**src/rtl/pdm_pkg.sv**
```systemverilog
`default_nettype none
// ============================================================================
// Module   : pdm_pkg
// Purpose  : Shared constants and helpers for the 1-bit PDM audio path
//            (modulator and CIC decimating decoder).
// Contents : CIC_ORDER, PCM_W, cic_width(), out_shift(), sat_unsigned()
// Revision : 1.0 - initial release
// ============================================================================
package pdm_pkg;

  // Number of integrator/comb sections in the decimator.
  localparam int CIC_ORDER = 3;

  // PCM sample width used by both the modulator input and decoder output.
  localparam int PCM_W = 16;

  // Register growth of an order-N CIC with unity differential delay is
  // N*log2(decim) bits on top of the 1-bit input.
  function automatic int cic_width(input int decim);
    return CIC_ORDER * $clog2(decim) + 1;
  endfunction

  // Right shift that maps the CIC full-scale (2^(W-1)) onto 2^out_w.
  // Clamped at zero so an OUT_W equal to the full CIC width still builds.
  function automatic int out_shift(input int decim, input int out_w);
    int s;
    s = cic_width(decim) - 1 - out_w;
    return (s < 0) ? 0 : s;
  endfunction

  // Unsigned saturation of val to out_w bits (all-ones on overflow).
  function automatic logic [31:0] sat_unsigned(input logic [31:0] val,
                                               input int          out_w);
    logic [31:0] max_val;
    max_val = (32'd1 << out_w) - 32'd1;
    return (val > max_val) ? max_val : val;
  endfunction

endpackage
`default_nettype wire

```
**src/rtl/pdm_decoder_comb.sv**
```systemverilog
`default_nettype none
// ============================================================================
// Module   : cic_comb_chain
// Purpose  : Decimated comb section of the CIC: three delay registers,
//            subtract cascade, output scaling/saturation and warm-up gating.
// Ports    : clk, reset        - clock, synchronous active-high reset
//            strobe            - one cycle per decimated sample
//            integ [W-1:0]     - last integrator output (registered)
//            sample [OUT_W-1:0]- scaled, saturated PCM sample
//            sample_strobe     - single-cycle pulse, sample is new
// Revision : 1.0 - initial release
// ============================================================================
module cic_comb_chain
  import pdm_pkg::*;
#(
  parameter int W     = 19,
  parameter int OUT_W = 16,
  parameter int SHIFT = 2
) (
  input  logic             clk,
  input  logic             reset,
  input  logic             strobe,
  input  logic [W-1:0]     integ,
  output logic [OUT_W-1:0] sample,
  output logic             sample_strobe
);

  logic [W-1:0] d1;
  logic [W-1:0] d2;
  logic [W-1:0] d3;
  logic [W-1:0] c1;
  logic [W-1:0] c2;
  logic [W-1:0] c3;
  logic [31:0]  c3_wide;
  logic [1:0]   warm;

  // Modulo-2^W differences; wrap in the integrators cancels here.
  always_comb begin
    c1      = integ - d1;
    c2      = c1 - d2;
    c3      = c2 - d3;
    c3_wide = {{(32 - W){1'b0}}, c3};
  end

  always_ff @(posedge clk) begin
    if (reset) begin
      d1            <= '0;
      d2            <= '0;
      d3            <= '0;
      warm          <= 2'd0;
      sample        <= '0;
      sample_strobe <= 1'b0;
    end else begin
      sample_strobe <= 1'b0;
      if (strobe) begin
        d1 <= integ;
        d2 <= c1;
        d3 <= c2;
        // The first three evaluations only fill the delay line; their
        // outputs still contain the start-up transient.
        if (warm == 2'd3) begin
          sample        <= OUT_W'(sat_unsigned(c3_wide >> SHIFT, OUT_W));
          sample_strobe <= 1'b1;
        end else begin
          warm <= warm + 2'd1;
        end
      end
    end
  end

endmodule
`default_nettype wire

```
**src/rtl/pdm_decoder.sv**
```systemverilog
`default_nettype none
// ============================================================================
// Module   : pdm_decoder
// Purpose  : 3rd-order CIC decimating decoder turning a 1-bit unsigned PDM
//            stream into unsigned PCM samples.
// Ports    : clk          - system clock
//            reset        - synchronous active-high reset
//            pdm_in       - PDM bit (1 = full scale, 0 = zero)
//            pdm_en       - bit-accept strobe
//            sample_out   - decoded PCM sample [OUT_W-1:0]
//            sample_valid - single-cycle pulse with each new sample
// Revision : 1.0 - initial release
// ============================================================================
module pdm_decoder
  import pdm_pkg::*;
#(
  parameter int DECIM = 64,
  parameter int OUT_W = PCM_W
) (
  input  logic             clk,
  input  logic             reset,
  input  logic             pdm_in,
  input  logic             pdm_en,
  output logic [OUT_W-1:0] sample_out,
  output logic             sample_valid
);

  localparam int W     = cic_width(DECIM);
  localparam int SHIFT = out_shift(DECIM, OUT_W);
  localparam int CNT_W = $clog2(DECIM);
  localparam logic [CNT_W-1:0] CNT_LAST = CNT_W'(DECIM - 1);

  logic [W-1:0]     i1;
  logic [W-1:0]     i2;
  logic [W-1:0]     i3;
  logic [W-1:0]     i1_nxt;
  logic [W-1:0]     i2_nxt;
  logic [W-1:0]     i3_nxt;
  logic [CNT_W-1:0] cnt;
  logic             tick;
  logic             tick_d;

  // Integrator cascade: each stage adds the value the previous stage is
  // writing in this same cycle.
  always_comb begin
    i1_nxt = i1 + {{(W - 1){1'b0}}, pdm_in};
    i2_nxt = i2 + i1_nxt;
    i3_nxt = i3 + i2_nxt;
    tick   = pdm_en && (cnt == CNT_LAST);
  end

  always_ff @(posedge clk) begin
    if (reset) begin
      i1     <= '0;
      i2     <= '0;
      i3     <= '0;
      cnt    <= '0;
      tick_d <= 1'b0;
    end else begin
      tick_d <= tick;
      if (pdm_en) begin
        i1  <= i1_nxt;
        i2  <= i2_nxt;
        i3  <= i3_nxt;
        cnt <= tick ? '0 : cnt + CNT_W'(1);
      end
    end
  end

  // tick_d is aligned with i3 already holding the tick bit's contribution.
  cic_comb_chain #(
    .W     (W),
    .OUT_W (OUT_W),
    .SHIFT (SHIFT)
  ) u_comb (
    .clk           (clk),
    .reset         (reset),
    .strobe        (tick_d),
    .integ         (i3),
    .sample        (sample_out),
    .sample_strobe (sample_valid)
  );

endmodule
`default_nettype wire

```
**config.mk**
```make
export PLATFORM = sky130hd
export DESIGN_NAME = pdm_decoder
export DESIGN_NICKNAME = d
export VERILOG_FILES = /design/src/rtl/pdm_pkg.sv /design/src/rtl/pdm_decoder_comb.sv /design/src/rtl/pdm_decoder.sv
export SDC_FILE = /design/constraint.sdc
export NUM_CORES = 1
export LEC_CHECK = 0
export BUFFER_PORTS_ARGS = -buffer_cell sky130_fd_sc_hd__buf_2
export CAP_MARGIN = 20
export CORE_ASPECT_RATIO = 1.75
export CORE_MARGIN = 4
export CORE_UTILIZATION = 60
export DETAILED_ROUTE_END_ITERATION = 8
export HOLD_SLACK_MARGIN = 0.02
export PLACE_DENSITY = 0.78
export SKIP_CTS_REPAIR_TIMING = 1
export SLEW_MARGIN = 5
export SYNTH_ARGS = -nofsm -noshare
export SYNTH_HDL_FRONTEND = slang
export SYNTH_SLANG_ARGS = --single-unit
```
**constraint.sdc**
```tcl
create_clock -name clk -period 7.7 [get_ports clk]
set_input_delay 1.54 -clock clk [delete_from_list [all_inputs] [get_ports clk]]
set_output_delay 1.54 -clock clk [all_outputs]
set_load 0.05 [all_outputs]
```
**Word-level counts from Yosys, hierarchy flattened**

Cells that the tools add are included.

- Mux-type cells: 3
- Bitwise operators: 2
- Add/sub/neg operators: 8
- Reduce and logical (&&, ||, !) cells: 4
- Equality and inequality tests: 2
- Order comparisons: 1

Operator list:

| kind | number |
|---|---|
| $sub 19x19->19 | 3 |
| $add 19x19->19 | 2 |
| $add 19x1->19 | 1 |
| $gt 17x16->1 const B | 1 |
| $mux 16 | 1 |
| $add 6x1->6 const B | 1 |
| $eq 6x6->1 const B | 1 |
| $mux 6 | 1 |
| $reduce_and 2->1 | 2 |
| $add 2x1->2 const B | 1 |
| $eq 2x2->1 const B | 1 |
| $not 1->1 | 2 |
| $reduce_or 2->1 | 1 |
| $logic_and 1x1->1 | 1 |
| $mux 1 | 1 |

- Bits in registers: 140
- Output and inout bits: 17
- Input bits: 4

**Longest topological paths before layout**

- Depth after elaboration: 5
- Depth in mapped cells: 28
- Gate-level depth less buffers: 27

**Hierarchy**

Synthesis repeated with hierarchy kept, for this count alone.

- Cell total of the unflattened synthesis: 1131
- Area, all modules: 9650.5 sq um

Modules (own cells, without submodules):

| module | times used | cells each | area an instance (sq um) |
|---|---|---|---|
| cic_comb_chain | 1 | 609 | 5212.5 |
| pdm_decoder | 1 | 522 | 4438.0 |

**Least setup slack after synthesis**

OpenSTA, ideal clock, no wires.

- Kind: input -> register
- Start point: input port pdm_in
- End point: register i3[18]
- Path buffers: 0
- Setup slack: 1.753 ns
- Required time: 7.577 ns
- Cell stages on the path: 23
- Arrival time: 5.823 ns
- Path through: ha_1 > ha_1 > and3_1 > and3_1 > xor2_1 > ha_1 > a21o_1 > a21o_1 > a21oi_1 > a21boi_0 > o21ai_0 > nor3b_1 > nor2_1 > ha_1 > nand2_1 > nor2_1 > and3_1 > a221o_1 > o41ai_2 > o21a_2 > nand2_1 > mux2i_1 > mux2_1

- Cells in the longest elaborated chain, start to end: 3

Ends and longest elaborated chain:

| element | RTL line | text |
|---|---|---|
| start: declaration | pdm_decoder.sv:22 | `input logic pdm_in,` |
| $add 19x1->19 | pdm_decoder.sv:46 | `i1_nxt = i1 + {{(W - 1){1'b0}}, pdm_in};` |
| named net i1_nxt[6] | pdm_decoder.sv:36 | `logic [W-1:0] i1_nxt;` |
| $add 19x19->19 | pdm_decoder.sv:47 | `i2_nxt = i2 + i1_nxt;` |
| named net i2_nxt[11] | pdm_decoder.sv:37 | `logic [W-1:0] i2_nxt;` |
| $add 19x19->19 | pdm_decoder.sv:48 | `i3_nxt = i3 + i2_nxt;` |
| end signal: assignment | pdm_decoder.sv:64 | `i3 <= i3_nxt;` |
| end: declaration | pdm_decoder.sv:35 | `logic [W-1:0] i3;` |

The timed path passes the listed nets, and every way through them passes these cells.
A chain may end at the register's enable or synchronous reset.

**Final worst setup path**

- Start point: register i3[0]
- End point: register u_comb.sample[15]

- Cells in the longest elaborated chain, start to end: 5

Ends and longest elaborated chain:

| element | RTL line | text |
|---|---|---|
| $sub 19x19->19 * | pdm_decoder_comb.sv:39 | `c1 = integ - d1;` |
| named net u_comb.c1[6] | pdm_decoder_comb.sv:31 | `logic [W-1:0] c1;` |
| $sub 19x19->19 * | pdm_decoder_comb.sv:40 | `c2 = c1 - d2;` |
| named net u_comb.c2[11] | pdm_decoder_comb.sv:32 | `logic [W-1:0] c2;` |
| $sub 19x19->19 * | pdm_decoder_comb.sv:41 | `c3 = c2 - d3;` |
| $gt 17x16->1 | pdm_pkg.sv:36 | `return (val > max_val) ? max_val : val;` |
| $mux 16 * | pdm_pkg.sv:36 |  |
| end signal: assignment | pdm_decoder_comb.sv:62 | `sample <= OUT_W'(sat_unsigned(c3_wide >> SHIFT, OUT_W));` |
| end: declaration | pdm_decoder_comb.sv:24 | `output logic [OUT_W-1:0] sample,` |

Mark *: on every way through the listed nets, which the timed path passes. The rest lies on a longest branch.

==> flow_results.xml <==
<?xml version="1.0" encoding="UTF-8"?>
<metrics>
  <group name="run_status">
    <metric name="outcome" unit="">finished, final reports clean</metric>
  </group>
  <group name="synthesis">
    <metric name="synth_cell_type_count" unit="">73</metric>
    <metric name="yosys.area_share.xor_xnor" unit="%">9.93</metric>
    <metric name="ys_seq_area_share" unit="%">29.5</metric>
    <metric name="yosysTopAreaCellShare" unit="%">29.5</metric>
    <metric name="muxShareOfSynthArea" unit="%">8.02</metric>
    <metric name="synthAdderAreaFrac" unit="%">13.1</metric>
    <metric name="synthCells" unit="">1139</metric>
    <metric name="netlist_top_cells_area" unit="">sky130_fd_sc_hd__dfxtp_1, sky130_fd_sc_hd__ha_1, sky130_fd_sc_hd__mux2i_1</metric>
    <metric name="most_instantiated_flip_flop_cell_in_the_synthesis_netlist" unit="">sky130_fd_sc_hd__dfxtp_1</metric>
    <metric name="synth_compound_gate_area_share" unit="%">17.2</metric>
    <metric name="postSynthNetCount" unit="">1240</metric>
    <metric name="syn-mean-instance-area" unit="sq um">8.34</metric>
    <metric name="synth_simple_gate_area_share" unit="%">17.4</metric>
    <metric name="synth-async-reset-ratio" unit="%">0</metric>
    <metric name="ys_seq_elements" unit="">140</metric>
    <metric name="synth_top_family_by_area" unit="">simple AND/OR/NAND/NOR gates</metric>
    <metric name="yosys_warnings" unit="">0</metric>
    <metric name="synth.largest_area_cell" unit="">sky130_fd_sc_hd__dfxtp_1</metric>
    <metric name="synth_edf_count" unit="">0</metric>
    <metric name="synth.cell_area" unit="sq um">9500</metric>
  </group>
  <group name="route">
    <metric name="initialDrtViolationCount" unit="">256</metric>
    <metric name="route.detailed.drc" unit="">0</metric>
    <metric name="post_drt_via_cell_ratio" unit="">5.76</metric>
    <metric name="antenna_left" unit="">0</metric>
    <metric name="vias" unit="">7701</metric>
    <metric name="detailedRoute.firstPassIterationCount" unit="">4</metric>
    <metric name="wl_per_cell" unit="um">13.5</metric>
    <metric name="routed_wirelength" unit="um">18000</metric>
  </group>
  <group name="power">
    <metric name="ir_worst_vdd" unit="mV">0.120</metric>
    <metric name="power_density" unit="nW/um^2">248</metric>
    <metric name="totalPowerFinal" unit="mW">2.55</metric>
    <metric name="static-leakage-power" unit="nW">4.38</metric>
  </group>
  <group name="final_layout">
    <metric name="post_layout_nonfiller_instances" unit="">1338</metric>
    <metric name="design.final.nets" unit="">1241</metric>
    <metric name="area.growth.synth_to_final" unit="%">8.22</metric>
    <metric name="finalCoreUtilization" unit="%">66.5</metric>
    <metric name="antenna_cells_inserted" unit="">0</metric>
    <metric name="final_layout_size_suffix_gt1_share" unit="%">6.77</metric>
  </group>
  <group name="sta">
    <metric name="final.setup_skew" unit="ns">0.0102</metric>
    <metric name="achievable-frequency" unit="GHz">0.161</metric>
    <metric name="grt_setup_unrepaired" unit="">false</metric>
    <metric name="share_of_the_clock_period_used_by_the_worst_path" unit="%">80.6</metric>
    <metric name="worst_slew_margin_rel" unit="%">33.5</metric>
    <metric name="totalNegativeSetupSlack" unit="ns">0</metric>
    <metric name="final_max_slew_viol_count" unit="">0</metric>
    <metric name="hold_viol" unit="">0</metric>
    <metric name="tightestPinTransition" unit="ns">0.997</metric>
    <metric name="setup_viol" unit="">0</metric>
    <metric name="final.min_clock_period" unit="ns">6.21</metric>
  </group>
  <group name="placement">
    <metric name="numPlacedInstances" unit="">1307</metric>
    <metric name="number_of_buffers_added_on_ports" unit="">20</metric>
    <metric name="total_half_perimeter_wirelength_after_legalization_and_detailed_placement" unit="um">12800</metric>
    <metric name="finalWeightedCongestion" unit="">0.833</metric>
  </group>
  <group name="hold_path">
    <metric name="hold_path_depth" unit="">2</metric>
    <metric name="timing.hold.worst.start" unit="">u_comb.d2[9]</metric>
    <metric name="hold_path_end" unit="">u_comb.d2[9]</metric>
    <metric name="worst_hold_path_type" unit="">flip-flop to flip-flop</metric>
  </group>
  <group name="global_route">
    <metric name="grt.total_usage" unit="%">21.5</metric>
    <metric name="grt_max_degree" unit="">84</metric>
    <metric name="antenna_found_initial" unit="">0</metric>
    <metric name="first_pass_grt_wire_length" unit="um">32300</metric>
    <metric name="grt_remaining_overflow" unit="">0</metric>
    <metric name="first_global_vias" unit="">7679</metric>
  </group>
  <group name="die">
    <metric name="die-width" unit="um">103</metric>
    <metric name="die_area" unit="sq um">18000</metric>
    <metric name="die_height" unit="um">174</metric>
    <metric name="floorplan_row_count" unit="">60</metric>
    <metric name="design.core.area" unit="sq um">15500</metric>
    <metric name="initial_core_util" unit="%">61.4</metric>
    <metric name="floorplan.io_pins" unit="">21</metric>
  </group>
  <group name="clock_network">
    <metric name="clk_path_buf_depth" unit="">2</metric>
    <metric name="tritoncts_num_sinks" unit="">140</metric>
    <metric name="cts_buffers" unit="">17</metric>
    <metric name="insertion_delay" unit="ns">0.42</metric>
    <metric name="clock_tree_from_tritoncts" unit="">yes</metric>
    <metric name="clk_root_buffer_cell" unit="">sky130_fd_sc_hd__clkbuf_16</metric>
    <metric name="clkSlewWorstSetupHoldPaths" unit="ns">0.06</metric>
    <metric name="htree_levels" unit="">4</metric>
  </group>
  <group name="worst_setup_path">
    <metric name="worstPathCellList" unit="">inv_1, ha_1, fa_1, nand2b_1, a21oi_1, a21o_1, a21oi_1, xnor2_1, ha_1, or3_1, o31ai_1, a21boi_0, o31ai_1, xnor2_1, ha_1, a21o_1, a21o_1, a221oi_1, o21a_1, a21oi_1, a31oi_1, xor2_1, xnor3_2, a311oi_1</metric>
    <metric name="setup.worst_path.class" unit="">flip-flop to flip-flop</metric>
    <metric name="cp_max_fo" unit="">16</metric>
    <metric name="critPathSlowestCell" unit="">sky130_fd_sc_hd__o31ai_1</metric>
    <metric name="reg2regPathDepth" unit="">24</metric>
    <metric name="reg2reg_setup_slack" unit="ns">1.49</metric>
    <metric name="crit_required" unit="ns">8.04</metric>
    <metric name="reg2reg_from" unit="">i3[0]</metric>
    <metric name="setup.worst_path.start_class" unit="">flip-flop</metric>
    <metric name="critical-path-max-stage-delay" unit="ns">0.45</metric>
    <metric name="critPathCaptureType" unit="">flip-flop</metric>
    <metric name="r2r-end" unit="">u_comb.sample[15]</metric>
    <metric name="crit_buf_inv" unit="">1</metric>
    <metric name="critical_path.top_delay_family" unit="">compound AO/OA/AOI/OAI gates</metric>
    <metric name="timing.critical_path.arrival" unit="ns">6.55</metric>
  </group>
  <group name="flow_run">
    <metric name="timing.max_cap.violations" unit="">0</metric>
  </group>
</metrics>
-- flip-flops by register name, indices dropped and copies added, names as in the netlist --
name	flops
u_comb.d3	19
u_comb.warm	2
i1	19
i2	19
tick_d	1
u_comb.sample	16
u_comb.d1	19
u_comb.sample_strobe	1
u_comb.d2	19
i3	19
cnt	6
-- cell usage after synthesis, types with 15 or more instances --
master,n
sky130_fd_sc_hd__a21o_1,22
sky130_fd_sc_hd__a21oi_1,61
sky130_fd_sc_hd__a31oi_1,22
sky130_fd_sc_hd__and3_1,24
sky130_fd_sc_hd__clkbuf_1,28
sky130_fd_sc_hd__dfxtp_1,140
sky130_fd_sc_hd__ha_1,93
sky130_fd_sc_hd__inv_1,80
sky130_fd_sc_hd__mux2i_1,75
sky130_fd_sc_hd__nand2_1,56
sky130_fd_sc_hd__nand3_1,19
sky130_fd_sc_hd__nor2_1,166
sky130_fd_sc_hd__nor2b_1,15
sky130_fd_sc_hd__nor3_1,20
sky130_fd_sc_hd__o21a_1,18
sky130_fd_sc_hd__o21ai_0,42
sky130_fd_sc_hd__xnor2_1,54
sky130_fd_sc_hd__xor2_1,51
-- worst reg2reg max path, delay by kind of cell, from the launching register on --
kind / cells / cell delay, ns
adder cells (fa/ha/maj): 4 / 1.17
AO/OA/AOI/OAI: 13 / 3.00
AND/OR/NAND/NOR: 2 / 0.56
XOR/XNOR: 4 / 0.95
buffers and inverters: 1 / 0.06
flip-flops: 1 / 0.38
-- area by class of cell --
| class | count | area [sq um] |
|---|---|---|
| Clock buffer | 18 | 439 |
| Clock inverter | 13 | 143 |
| Fill cell | 1289 | 5190 |
| Inverter | 80 | 300 |
| Multi-Input combinational cell | 878 | 6230 |
| Sequential cell | 140 | 2810 |
| Tap cell | 186 | 233 |
| Timing Repair Buffer | 23 | 125 |
-- through the flow --
step                      instance area, sq um  hold WS (ns)  setup slack [ns]
after floorplan                           9500         0.445              1.75
after global placement                    9700         0.454              1.27
after detailed placement                  9700         0.456              1.14
after CTS                                10300         0.465              1.47
after global routing                     10300         0.508              1.10
final                                    10300         0.466              1.49
-- cell families (layout without fill, tap and decap cells) --
kind of cell             Yosys count  count (layout)
flip-flops                       140             140
AO/OA/AOI/OAI                    243             243
AND/OR/NAND/NOR                  356             356
buffers and inverters            121             134
multiplexers                      76              76
adder cells (fa/ha/maj)           97              97
XOR/XNOR                         106             106
-- layer usage --
layer | track usage (%) | vias to the layer above | share of wire (%)
met2 | 40.9 | 101 | 55
met1 | 22.4 | 3565 | 41
met4 | 8.32 | 0 | 2.3
met5 | 0 | - | 0
met3 | 3.69 | 41 | 2.3
li1 | - | 3994 | -
-- power breakdown --
group          internal (mW)  leakage, nW  switching (mW)
clock network          0.485        0.279           0.324
logic                  0.440         2.97           0.566
registers              0.732         1.13         0.00797
total                   1.66         4.38           0.897
-- cells in the final DEF, fill, tap and decap left out, types with 10 or more instances in the layout --
cell type / netlist / layout
sky130_fd_sc_hd__nor2_1: 166 / 166
sky130_fd_sc_hd__dfxtp_1: 140 / 139
sky130_fd_sc_hd__ha_1: 93 / 93
sky130_fd_sc_hd__inv_1: 80 / 80
sky130_fd_sc_hd__mux2i_1: 75 / 75
sky130_fd_sc_hd__a21oi_1: 61 / 61
sky130_fd_sc_hd__nand2_1: 56 / 56
sky130_fd_sc_hd__xnor2_1: 54 / 54
sky130_fd_sc_hd__xor2_1: 51 / 51
sky130_fd_sc_hd__o21ai_0: 42 / 42
sky130_fd_sc_hd__and3_1: 24 / 24
sky130_fd_sc_hd__a21o_1: 22 / 22
sky130_fd_sc_hd__a31oi_1: 22 / 22
sky130_fd_sc_hd__nor3_1: 20 / 20
sky130_fd_sc_hd__nand3_1: 19 / 19
sky130_fd_sc_hd__buf_2: 1 / 19
sky130_fd_sc_hd__o21a_1: 18 / 18
sky130_fd_sc_hd__clkbuf_16: 0 / 17
sky130_fd_sc_hd__nor2b_1: 15 / 15
sky130_fd_sc_hd__or3_1: 12 / 12
sky130_fd_sc_hd__a211oi_1: 10 / 10
-- worst max path at each step --
stage / cells after the start / start / to / slack (ns)
2_1_floorplan: 23 / pdm_in / i3[18] / 1.75
3_5_place_dp: 24 / pdm_in / i3[18] / 1.14
4_1_cts: 24 / i3[0] / u_comb.sample[15] / 1.47
5_1_grt: 25 / i3[1] / u_comb.sample[15] / 1.10
6_report: 24 / i3[0] / u_comb.sample[15] / 1.49
3_3_place_gp: 24 / pdm_in / i3[18] / 1.27
No activity file was read; power rests on OpenSTA's default activity.
